--- config.mk ---
export PLATFORM = sky130hd
export DESIGN_NAME = hz_smg_display
export DESIGN_NICKNAME = d
export VERILOG_FILES = /design/src/rtl/smg_pkg.sv /design/src/rtl/smg_scan.sv /design/src/rtl/hz_smg_display.sv
export SDC_FILE = /design/constraint.sdc
export NUM_CORES = 1
export LEC_CHECK = 0
export CORE_MARGIN = 5
export CORE_UTILIZATION = 35
export CTS_BUF_LIST = sky130_fd_sc_hd__clkbuf_4 sky130_fd_sc_hd__clkbuf_8
export DETAILED_ROUTE_END_ITERATION = 12
export PLACE_DENSITY_LB_ADDON = 0.1
export SETUP_SLACK_MARGIN = 0.05
export SYNTH_ARGS = -nofsm -noshare
export SYNTH_HDL_FRONTEND = slang
export SYNTH_SLANG_ARGS = --single-unit
--- constraint.sdc ---
create_clock -name clk -period 2.6 [get_ports clk]
set_clock_uncertainty 0.15 [all_clocks]
set_input_delay 0.52 -clock clk [delete_from_list [all_inputs] [get_ports clk]]
set_output_delay 0.52 -clock clk [all_outputs]
set_load 0.02 [all_outputs]
--- src/rtl/smg_pkg.sv ---
// Shared definitions for the hz_smg_display slice: FSM states, segment codes
// and the double-dabble step helper.
package smg_pkg;

  localparam int DIGITS = 4;

  // Active-low segment codes, bit order {g,f,e,d,c,b,a}
  localparam logic [6:0] SEG_0     = 7'h40;
  localparam logic [6:0] SEG_1     = 7'h79;
  localparam logic [6:0] SEG_2     = 7'h24;
  localparam logic [6:0] SEG_3     = 7'h30;
  localparam logic [6:0] SEG_4     = 7'h19;
  localparam logic [6:0] SEG_5     = 7'h12;
  localparam logic [6:0] SEG_6     = 7'h02;
  localparam logic [6:0] SEG_7     = 7'h78;
  localparam logic [6:0] SEG_8     = 7'h00;
  localparam logic [6:0] SEG_9     = 7'h10;
  localparam logic [6:0] SEG_BLANK = 7'h7F;

  typedef enum logic [1:0] {
    IDLE  = 2'd0,
    SHIFT = 2'd1,
    DONE  = 2'd2
  } state_t;

  function automatic logic [6:0] seg_encode(input logic [3:0] nib);
    logic [6:0] seg;
    case (nib)
      4'd0:    seg = SEG_0;
      4'd1:    seg = SEG_1;
      4'd2:    seg = SEG_2;
      4'd3:    seg = SEG_3;
      4'd4:    seg = SEG_4;
      4'd5:    seg = SEG_5;
      4'd6:    seg = SEG_6;
      4'd7:    seg = SEG_7;
      4'd8:    seg = SEG_8;
      4'd9:    seg = SEG_9;
      default: seg = SEG_BLANK;
    endcase
    return seg;
  endfunction

  // One double-dabble iteration on the lower 13 accumulator bits; the
  // thousands nibble never reaches 5, so only the three low nibbles adjust.
  function automatic logic [13:0] dd_step(input logic [12:0] acc, input logic in_bit);
    logic [11:0] adj;
    for (int i = 0; i < 3; i++) begin
      if (acc[i*4 +: 4] >= 4'd5) begin
        adj[i*4 +: 4] = acc[i*4 +: 4] + 4'd3;
      end else begin
        adj[i*4 +: 4] = acc[i*4 +: 4];
      end
    end
    return {acc[12], adj, in_bit};
  endfunction

endpackage

--- src/rtl/smg_scan.sv ---
// Digit scanner for a 4-digit common-anode display: free-running slot counter,
// digit select, segment encoding and optional leading-zero blanking
// (enabled by defining HZ_SMG_BLANK_EN).
module smg_scan
  import smg_pkg::*;
#(
  parameter int SCAN_DIV = 50000
) (
  input  logic        clk,
  input  logic        rst_n,
  input  logic [15:0] bcd,
  output logic [6:0]  smg_duan,
  output logic [3:0]  smg_wei,
  output logic        dp
);

  localparam int CW = $clog2(SCAN_DIV);

  logic [CW-1:0] cnt_r;
  logic [1:0]    idx_r;
  logic [6:0]    duan_r;
  logic [3:0]    wei_r;
  logic          dp_r;
  logic [3:0]    nib_s;
  logic          blank_s;

  // Select the nibble for the current digit and decide whether it is a leading zero
  always_comb begin
    nib_s   = 4'd0;
    blank_s = 1'b0;
    case (idx_r)
      2'd0: begin
        nib_s   = bcd[3:0];
        blank_s = 1'b0;
      end
      2'd1: begin
        nib_s   = bcd[7:4];
        blank_s = (bcd[15:4] == 12'd0);
      end
      2'd2: begin
        nib_s   = bcd[11:8];
        blank_s = (bcd[15:8] == 8'd0);
      end
      2'd3: begin
        nib_s   = bcd[15:12];
        blank_s = (bcd[15:12] == 4'd0);
      end
      default: begin
        nib_s   = 4'd0;
        blank_s = 1'b0;
      end
    endcase
`ifndef HZ_SMG_BLANK_EN
    blank_s = 1'b0;
`endif
  end

  // Slot counter, digit index and registered display drive
  always_ff @(posedge clk) begin
    if (!rst_n) begin
      cnt_r  <= '0;
      idx_r  <= 2'd0;
      wei_r  <= 4'b1111;
      duan_r <= SEG_BLANK;
      dp_r   <= 1'b1;
    end else begin
      if (cnt_r == CW'(SCAN_DIV - 1)) begin
        cnt_r <= '0;
        idx_r <= idx_r + 2'd1;
      end else begin
        cnt_r <= cnt_r + CW'(1);
      end
      wei_r  <= ~(4'b0001 << idx_r);
      duan_r <= blank_s ? SEG_BLANK : seg_encode(nib_s);
      dp_r   <= 1'b1;
    end
  end

  assign smg_duan = duan_r;
  assign smg_wei  = wei_r;
  assign dp       = dp_r;

endmodule

--- src/rtl/hz_smg_display.sv ---
// Binary-to-BCD display path: sequential double-dabble conversion of hz into
// four BCD digits, shown on a multiplexed seven-segment display. Optional
// leading-zero blanking is selected with HZ_SMG_BLANK_EN.
module hz_smg_display
  import smg_pkg::*;
#(
  parameter int SCAN_DIV = 50000
) (
  input  logic        clk,
  input  logic        rst_n,
  input  logic [9:0]  hz,
  input  logic        start,
  output logic        busy,
  output logic        done,
  output logic [15:0] bcd,
  output logic [6:0]  smg_duan,
  output logic [3:0]  smg_wei,
  output logic        dp
);

  state_t      state_r;
  logic [9:0]  sr_r;
  logic [13:0] acc_r;
  logic [3:0]  iter_r;
  logic        busy_r;
  logic        done_r;
  logic [15:0] bcd_r;

  // Conversion FSM: load, ten shift-and-adjust steps, publish result
  always_ff @(posedge clk) begin
    if (!rst_n) begin
      state_r <= IDLE;
      sr_r    <= 10'd0;
      acc_r   <= 14'd0;
      iter_r  <= 4'd0;
      busy_r  <= 1'b0;
      done_r  <= 1'b0;
      bcd_r   <= 16'd0;
    end else begin
      done_r <= 1'b0;
      case (state_r)
        IDLE: begin
          if (start) begin
            sr_r    <= hz;
            acc_r   <= 14'd0;
            iter_r  <= 4'd0;
            busy_r  <= 1'b1;
            state_r <= SHIFT;
          end else begin
            state_r <= IDLE;
          end
        end
        SHIFT: begin
          acc_r <= dd_step(acc_r[12:0], sr_r[9]);
          sr_r  <= {sr_r[8:0], 1'b0};
          if (iter_r == 4'd9) begin
            state_r <= DONE;
          end else begin
            iter_r <= iter_r + 4'd1;
          end
        end
        DONE: begin
          bcd_r   <= {2'b00, acc_r};
          done_r  <= 1'b1;
          busy_r  <= 1'b0;
          state_r <= IDLE;
        end
        default: begin
          busy_r  <= 1'b0;
          state_r <= IDLE;
        end
      endcase
    end
  end

  assign busy = busy_r;
  assign done = done_r;
  assign bcd  = bcd_r;

  smg_scan #(
    .SCAN_DIV (SCAN_DIV)
  ) u_scan (
    .clk      (clk),
    .rst_n    (rst_n),
    .bcd      (bcd_r),
    .smg_duan (smg_duan),
    .smg_wei  (smg_wei),
    .dp       (dp)
  );

endmodule

==> out/metrics.cfg <==
[setup_path]
critPathMaxStageDelay_ns = 0.40
reg2reg_from = u_scan.idx_r[1]
worst_path_max_delay_cell = a222oi_1
cp-start-kind = flip-flop
worstSetupEndpointType = flip-flop
critPathKind = reg2reg
arrival_ns = 2.41
worst-path-stages = 7
cp_max_fo = 6
crit_family = compound AO/OA/AOI/OAI gates
required_ns = 2.69
crit_path_end = u_scan.smg_duan[5]
cp-startpoint = u_scan.idx_r[1]
r2r_cells = 7
timing.rr.end = u_scan.smg_duan[5]
cp_cell_sequence = inv_1 -> ha_1 -> a222oi_1 -> mux2i_1 -> ha_1 -> o32ai_1 -> nand2_1
ff2ff_setup_slack_ns = 0.28
critPathBufInv = 1
cp_common_cell = ha_1

[clock_tree]
clockBufferDepth = 2
clkSlewWorstSetupHoldPaths_ns = 0.08
clock_sinks = 75
cts_tree = built
postCtsHoldBufs = 0
numCtsBuffers = 9
cts_max_level = 3
cts_root_buf = clkbuf_8
insertion_delay_ns = 0.35
post_cts_buffers = 0
post_cts_resized = 0

[route]
drt_iter0_drc = 146
finalWirelength_um = 7230
detail_route.wl_per_cell_um = 12.4
vias = 2764
drc_errors = 0
firstDrtPassIters = 4
postRouteAntennaNets = 0
vias_per_cell = 4.75

[floorplan]
initial_core_util = 0.357
die_h_um = 110
core-area_mm2 = 0.00973
io_pins = 43
dieArea_mm2 = 0.0120
die_x_um = 110
fp-row-count = 36

[yosys]
yosysWarnings = 0
synth_area_mm2 = 0.00348
ys_ff_latch = 75
synth_common_cells = 75 x dfxtp_1, 63 x nand2_1, 38 x nor2_1, 18 x nand3_1, 17 x ha_1
synth_xor_area_frac = 0.0529
synthAdderAreaFrac = 0.0612
yosys.area.top_type = dfxtp_1
synth.most_common_cell = dfxtp_1
synth_area_per_cell_um2 = 8.56
synth_top_family_by_area = simple AND/OR/NAND/NOR gates
ys_seq_area_frac = 0.432
yosysTopAreaCellShare = 0.432
synth_mux_area_frac = 0.0216
yosys.area_share.simple = 0.226
synth_edf_count = 0
synth_compound_area_frac = 0.152
synthArstFlopShare = 0
synth_ff_type = dfxtp_1
yosysUniqueCellTypes = 40
synth_cells = 406
synth.area.top_cells = dfxtp_1 43%, nand2_1 6.8%, ha_1 6.1%

[sta]
finalSetupViolCount = 0
fmax_ghz = 0.430
drv_slew = 0
finalCritPeriodShare = 0.894
rsz0062_at_grt = false
tightest_slew_ns = 0.664
layout_min_cycle_time_ns = 2.32
hold_viol_final = 0
max_slew_margin = 0.557
fin_setup_tns_ns = 0

[layout]
diodes = 0
synthToLayoutAreaGrowth_pct = 21.5
final_core_util = 0.434
drive_gt1_frac = 0.0757
finalNetCount = 474

[grt]
grt_usage = 0.133
use_met1 = 0.190
grt_pass1_wl_um = 12700
antenna_found_initial = 0
grt_pass1_vias = 2586
grt-ovfl-total = 0
met3_usage = 0.0317
grtUsageMet2 = 0.189
grt_max_degree = 32
grt_busiest_layer = met1

[min_path]
holdCritPathClass = reg2reg

[place]
gp_congestion = 0.758
hpwl_um = 5070
io_buffers = 39

[power]
peakVddDrop_v = 0.000292
power_density_mw_per_mm2 = 560
p_leak_uw = 0.00160

[run]
drv_cap = 0

[run_status]
outcome = finished, final reports clean

## kinds of logic (layout without fill, tap and decap cells)
family / Yosys count / in the layout
multiplexers: 7 / 7
AO/OA/AOI/OAI: 75 / 75
flip-flops: 75 / 75
buffers and inverters: 39 / 81
other: 2 / 3
XOR/XNOR: 21 / 21
adder cells (fa/ha/maj): 17 / 17
AND/OR/NAND/NOR: 170 / 170
## power by group
part           switching, uW  internal, uW
sequential              16.7          1180
combinational           83.4          75.8
clock                    470           547
## routing by layer
metal	vias to the layer above	share of wire
li1	1446	-
met1	1259	0.52
met2	47	0.41
met3	12	0.048
met4	0	0.020
met5	-	0
## registers in the layout (all words and copies together) (netlist names)
| register | flops |
|---|---|
| acc_r | 14 |
| bcd | 14 |
| busy | 1 |
| done | 1 |
| iter_r | 4 |
| sr_r | 10 |
| state_r | 2 |
| u_scan.cnt_r | 16 |
| u_scan.idx_r | 2 |
| u_scan.smg_duan | 7 |
| u_scan.smg_wei | 4 |
## placed cells by master (no fill, tap or decap), drive strengths merged, types with 3 or more instances in the layout
master / synthesis / layout
clkdlybuf4s50: 0 / 39
a22oi: 8 / 8
a21oi: 14 / 14
nand4: 5 / 5
nor3: 11 / 11
xor2: 10 / 10
mux2i: 3 / 3
nor2b: 14 / 14
ha: 17 / 17
and2: 7 / 7
o221ai: 3 / 3
o32ai: 3 / 3
nor2: 38 / 38
dfxtp: 75 / 75
nand2: 63 / 63
a21o: 3 / 3
buf: 13 / 9
a21boi: 17 / 17
mux2: 4 / 4
and3: 5 / 5
conb: 2 / 3
inv: 17 / 18
xnor2: 11 / 11
o211a: 6 / 6
nand3: 18 / 18
clkbuf: 9 / 9
o21ai: 15 / 15
nand2b: 8 / 8
## cell type report
type                    count  area [um2]
clock buffers               9         124
clock inverters             7         101
fillers                  1000        5510
inverters                  17        63.8
multi-input cells         293        1800
flip-flops and latches     75        1500
well taps                 133         166
repair buffers             48         470
## per-stage QoR
stage | cell area (um2) | hold WS [ns] | worst slack (ns) | total power, uW | instances
after floorplan | 3480 | 0.280 | 0.631 | 1320 | 407
after detailed placement | 4000 | 0.302 | 0.332 | 1380 | 566
after CTS | 4220 | 0.322 | 0.302 | 2420 | 582
after global placement | 4000 | 0.293 | 0.309 | 1380 | 566
after global routing | 4220 | 0.370 | 0.156 | 2490 | 582
final | 4220 | 0.318 | 0.277 | 2370 | 582
## worst min-delay path by stage
| stage | from | endpoint | slack (ns) | cells after the start |
|---|---|---|---|---|
| 6_report | u_scan.cnt_r[0] | u_scan.cnt_r[0] | 0.32 | 1 |
| 5_1_grt | bcd[2] | bcd[2] | 0.37 | 2 |
| 4_1_cts | u_scan.cnt_r[0] | u_scan.cnt_r[0] | 0.32 | 1 |
| 3_5_place_dp | u_scan.cnt_r[0] | u_scan.cnt_r[0] | 0.30 | 1 |
| 3_3_place_gp | u_scan.cnt_r[0] | u_scan.cnt_r[0] | 0.29 | 1 |
| 2_1_floorplan | u_scan.cnt_r[0] | u_scan.cnt_r[0] | 0.28 | 1 |
Note: power is estimated with default switching activity, not from simulation.
==> edit 1, RTL diff (same flow settings) <==
Build with the macro `HZ_SMG_BLANK_EN` defined.
--- a/src/rtl/smg_scan.sv
+++ b/src/rtl/smg_scan.sv
@@ -1,6 +1,8 @@
 // Digit scanner for a 4-digit common-anode display: free-running slot counter,
 // digit select, segment encoding and optional leading-zero blanking
 // (enabled by defining HZ_SMG_BLANK_EN).
+`define HZ_SMG_BLANK_EN
+
 module smg_scan
   import smg_pkg::*;
 #(
Behaviour: no difference found for any inputs over 10 cycles, from zero or initial values and one cycle with rst_n low; that may be too few to reach the edited logic, so the function may still have changed.
==> edit 1 against the original RTL <==
  * Sequential share of layout area down 0.64 points
  * Power up 7.6%
  * Worst hold slack better by 0.0029 ns
  * Critical path type unchanged
  * Routed wire length up 5.1%
  * Final area up 1.8%
  * Largest power group unchanged
  * Area after synthesis up 0.94%
  * Setup slack better by 0.017 ns
  * Sequential cell count unchanged
==> edit 1: results (changes against the original RTL) <==
* Fin nets at 477 (+0.63%)
* Die Span X at 110 µm (+0.42%)
* DRT Pass-1 Iters at 6 (+2)
* Register area at 0.00150 mm² (unchanged)
* Largest net degree at the start of global routing at 22 (-31%)
* Post-DP HPWL at 5470 µm (+7.7%)
* Min Hold Slack at 0.321 ns (+0.00293 ns)
* Area occupied by multi-input gates at 0.00185 mm² (+2.7%)
* Netlist cell types at 46 (+15%)
* Vias in the first global route at 2710 (+4.8%)
* Buffer share of cell area at 10.6% (-0.49 points)
* PD cells at 592 mW/mm² (+5.7%)
* Sw power at 535 µW (-6.0%)
* # fillers at 1007 (+0.70%)
* Slew HR at 53.9% (-1.8 points)
* WL/cell at 13.0 µm (+4.6%)
* First-pass GRT wire length at 13000 µm (+2.2%)
* CP arrival at 2.38 ns (-0.03 ns)
* Slowest cell on the critical path: dfxtp_1
* RePlAce Congestion at 0.794 (+4.7%)
* Placed cells at 569 (+0.53%)
* Run status: finished clean
* Register-to-Register Path Depth at 8 (+1)
* Hold Crit Start: acc_r[13]
* Post-DP Area at 0.00403 mm² (+0.72%)
* Share of layout cells above drive strength 1 at 7.74% (+0.17 points)
* Layout clock buffer count at 10 (+1)
* Seq/Total Area, Yosys at 42.8% (-0.40 points)
* Gate power share at 6.2% (-0.5 points)
* Synth area leaders: dfxtp_1 43%, nand2_1 6.6%, ha_1 6.1%
* Average cell area after synthesis at 8.60 µm² (+0.44%)
* Reg2reg setup slack at 0.29 ns (+0.02 ns)
[edit 1: routing by layer]
| metal | wire (µm) | up-vias | part of all wire (%) | global-route usage, % |
|---|---|---|---|---|
| li1 | - | 1459 | - | - |
| met1 | 3660 | 1301 | 48 | 17.2 |
| met2 | 3540 | 39 | 47 | 22.4 |
| met3 | 326 | 6 | 4.3 | 3.73 |
| met4 | 69 | 0 | 0.91 | 4.93 |
| met5 | 0 | - | 0 | 0 |
[edit 1: logic make-up (layout without fill, tap and decap cells)]
kind of cell / Yosys count / after routing / share of synthesized area (%)
compound gates: 77 / 77 / 15.5
xor+xnor: 21 / 21 / 5.24
fa+ha+maj: 17 / 17 / 6.06
buf+inv: 36 / 79 / 4.74
flops: 75 / 75 / 42.8
mux: 7 / 7 / 2.14
other cells: 2 / 3 / 0.214
simple gates: 173 / 173 / 23.3
==> edit 2, RTL diff (config.mk and constraints unchanged) <==
Without the edit above. The 3 states of `state_t` get a one-hot encoding in 3 bits.
--- a/src/rtl/smg_pkg.sv
+++ b/src/rtl/smg_pkg.sv
@@ -17,10 +17,10 @@
   localparam logic [6:0] SEG_9     = 7'h10;
   localparam logic [6:0] SEG_BLANK = 7'h7F;
 
-  typedef enum logic [1:0] {
-    IDLE  = 2'd0,
-    SHIFT = 2'd1,
-    DONE  = 2'd2
+  typedef enum logic [2:0] {
+    IDLE  = 3'b001,
+    SHIFT = 3'b010,
+    DONE  = 3'b100
   } state_t;
 
   function automatic logic [6:0] seg_encode(input logic [3:0] nib);
Behaviour: same outputs for any inputs over 10 cycles, from zero or initial values and one cycle with rst_n low; not proved beyond that.
==> edit 2 against the original RTL <==
  * First-iteration DRC count grew 2.7%
  * Sequential cell count grew 1
  * Setup slack gained 0.047 ns
  * Routed wire length shrank 1.4%
  * Power grew 0.37%
  * Sequential share of layout area grew 1.6 points
  * Area after synthesis shrank 3.2%
  * Final area shrank 2.9%
  * Utilization grew 0.54 points
==> edit 2: results (changes against the original RTL) <==
* Fin nets at 463 (-2.3%)
* Fmax at 0.439 GHz (+2.1%)
* Clk pin slew, worst setup/hold paths at 0.08 ns (about the same)
* Post-DP Area at 0.00388 mm² (-3.1%)
* Switching Share at 23.2% (-0.87 points)
* Compound-Gate Fraction of Synth Area at 12.6% (-2.6 points)
* Worst slack at placement at 0.272 ns (-0.0596 ns)
* Worst-Skew Late Latency at 0.35 ns (about the same)
* Min Hold Slack at 0.313 ns (-0.00504 ns)
* Share of layout cells above drive strength 1 at 8.45% (+0.88 points)
* DR iter-0 viols at 150 (+2.7%)
* Vias/cell at 4.80 (+1.1%)
* # diodes at 0 (unchanged)
* Post-DP HPWL at 4920 µm (-3.1%)
* Seq/Total Area, Yosys at 45.2% (+2.0 points)
* Largest net degree at the start of global routing at 48 (+50%)
* RePlAce Congestion at 0.753 (-0.69%)
* Worst Hold Depth at 2 (+1)
* Peak supply drop at 0.324 mV (+11%)
* Average cell area after synthesis at 8.46 µm² (-1.2%)
* Slowest cell on the critical path: dfxtp_1
* Synth area leaders: dfxtp_1 45%, nor2_1 6.7%, ha_1 6.3%
* Adder-cell share of the synthesized area at 6.32% (+0.20 points)
* Mux cell area share after synthesis at 3.20% (+1.0 points)
* Overall routing resource usage at 13.1% (-0.29 points)
* WL/cell at 12.6 µm (+1.2%)
* # fillers at 947 (-5.3%)
* Register-to-Register Path Depth at 9 (+2)
* PD cells at 580 mW/mm² (+3.4%)
* Slew HR at 47.8% (-7.9 points)
* Run status: finished clean
* WL final at 7130 µm (-1.4%)
* Synth cell count leaders: 76 x dfxtp_1, 60 x nor2_1, 48 x nand2_1
* CP delay by family, top: multiplexers
* Netlist cell types at 48 (+20%)
* Pleak at 1.50 nW (-6.0%)
* Sequential share of power at 50.9% (+0.6 points)
* Vias in the first global route at 2623 (+1.4%)
* First-pass GRT wire length at 12400 µm (-2.2%)
* Placed cells at 551 (-2.7%)
* Gate power share at 6.4% (-0.3 points)
[edit 2: changes by cell type after synthesis, sizes merged, moves of 6 or more]
cell    before  now
nand2       63   48
a21oi       14   29
nor2        38   60
o211a        6    0
nor2b       14    1
o22ai        0    9
a21boi      17    0
nor3        11   21
nand3       18   11
[edit 2: cell type report]
class / count / share of cell area, %
repair buffers: 45 / 10.9
well taps: 129 / 3.94
multi-input cells: 284 / 41.0
clock buffers: 11 / 3.39
inverters: 17 / 1.56
clock inverters: 5 / 2.08
flip-flops and latches: 76 / 37.1
[edit 2: worst paths after layout]
path | start | end
max | u_scan.idx_r[1] | u_scan.smg_duan[6]
min | acc_r[13] | bcd[13]
max reg2reg | u_scan.idx_r[1] | u_scan.smg_duan[6]
min reg2reg | acc_r[13] | bcd[13]
[edit 2: per-layer routing]
layer / up-vias / track usage, % / share of wire, %
met4: 0 / 4.33 / 1.2
met5: - / 0 / 0
li1: 1403 / - / -
met1: 1255 / 17.7 / 50
met2: 56 / 19.9 / 44
met3: 9 / 3.82 / 5.1
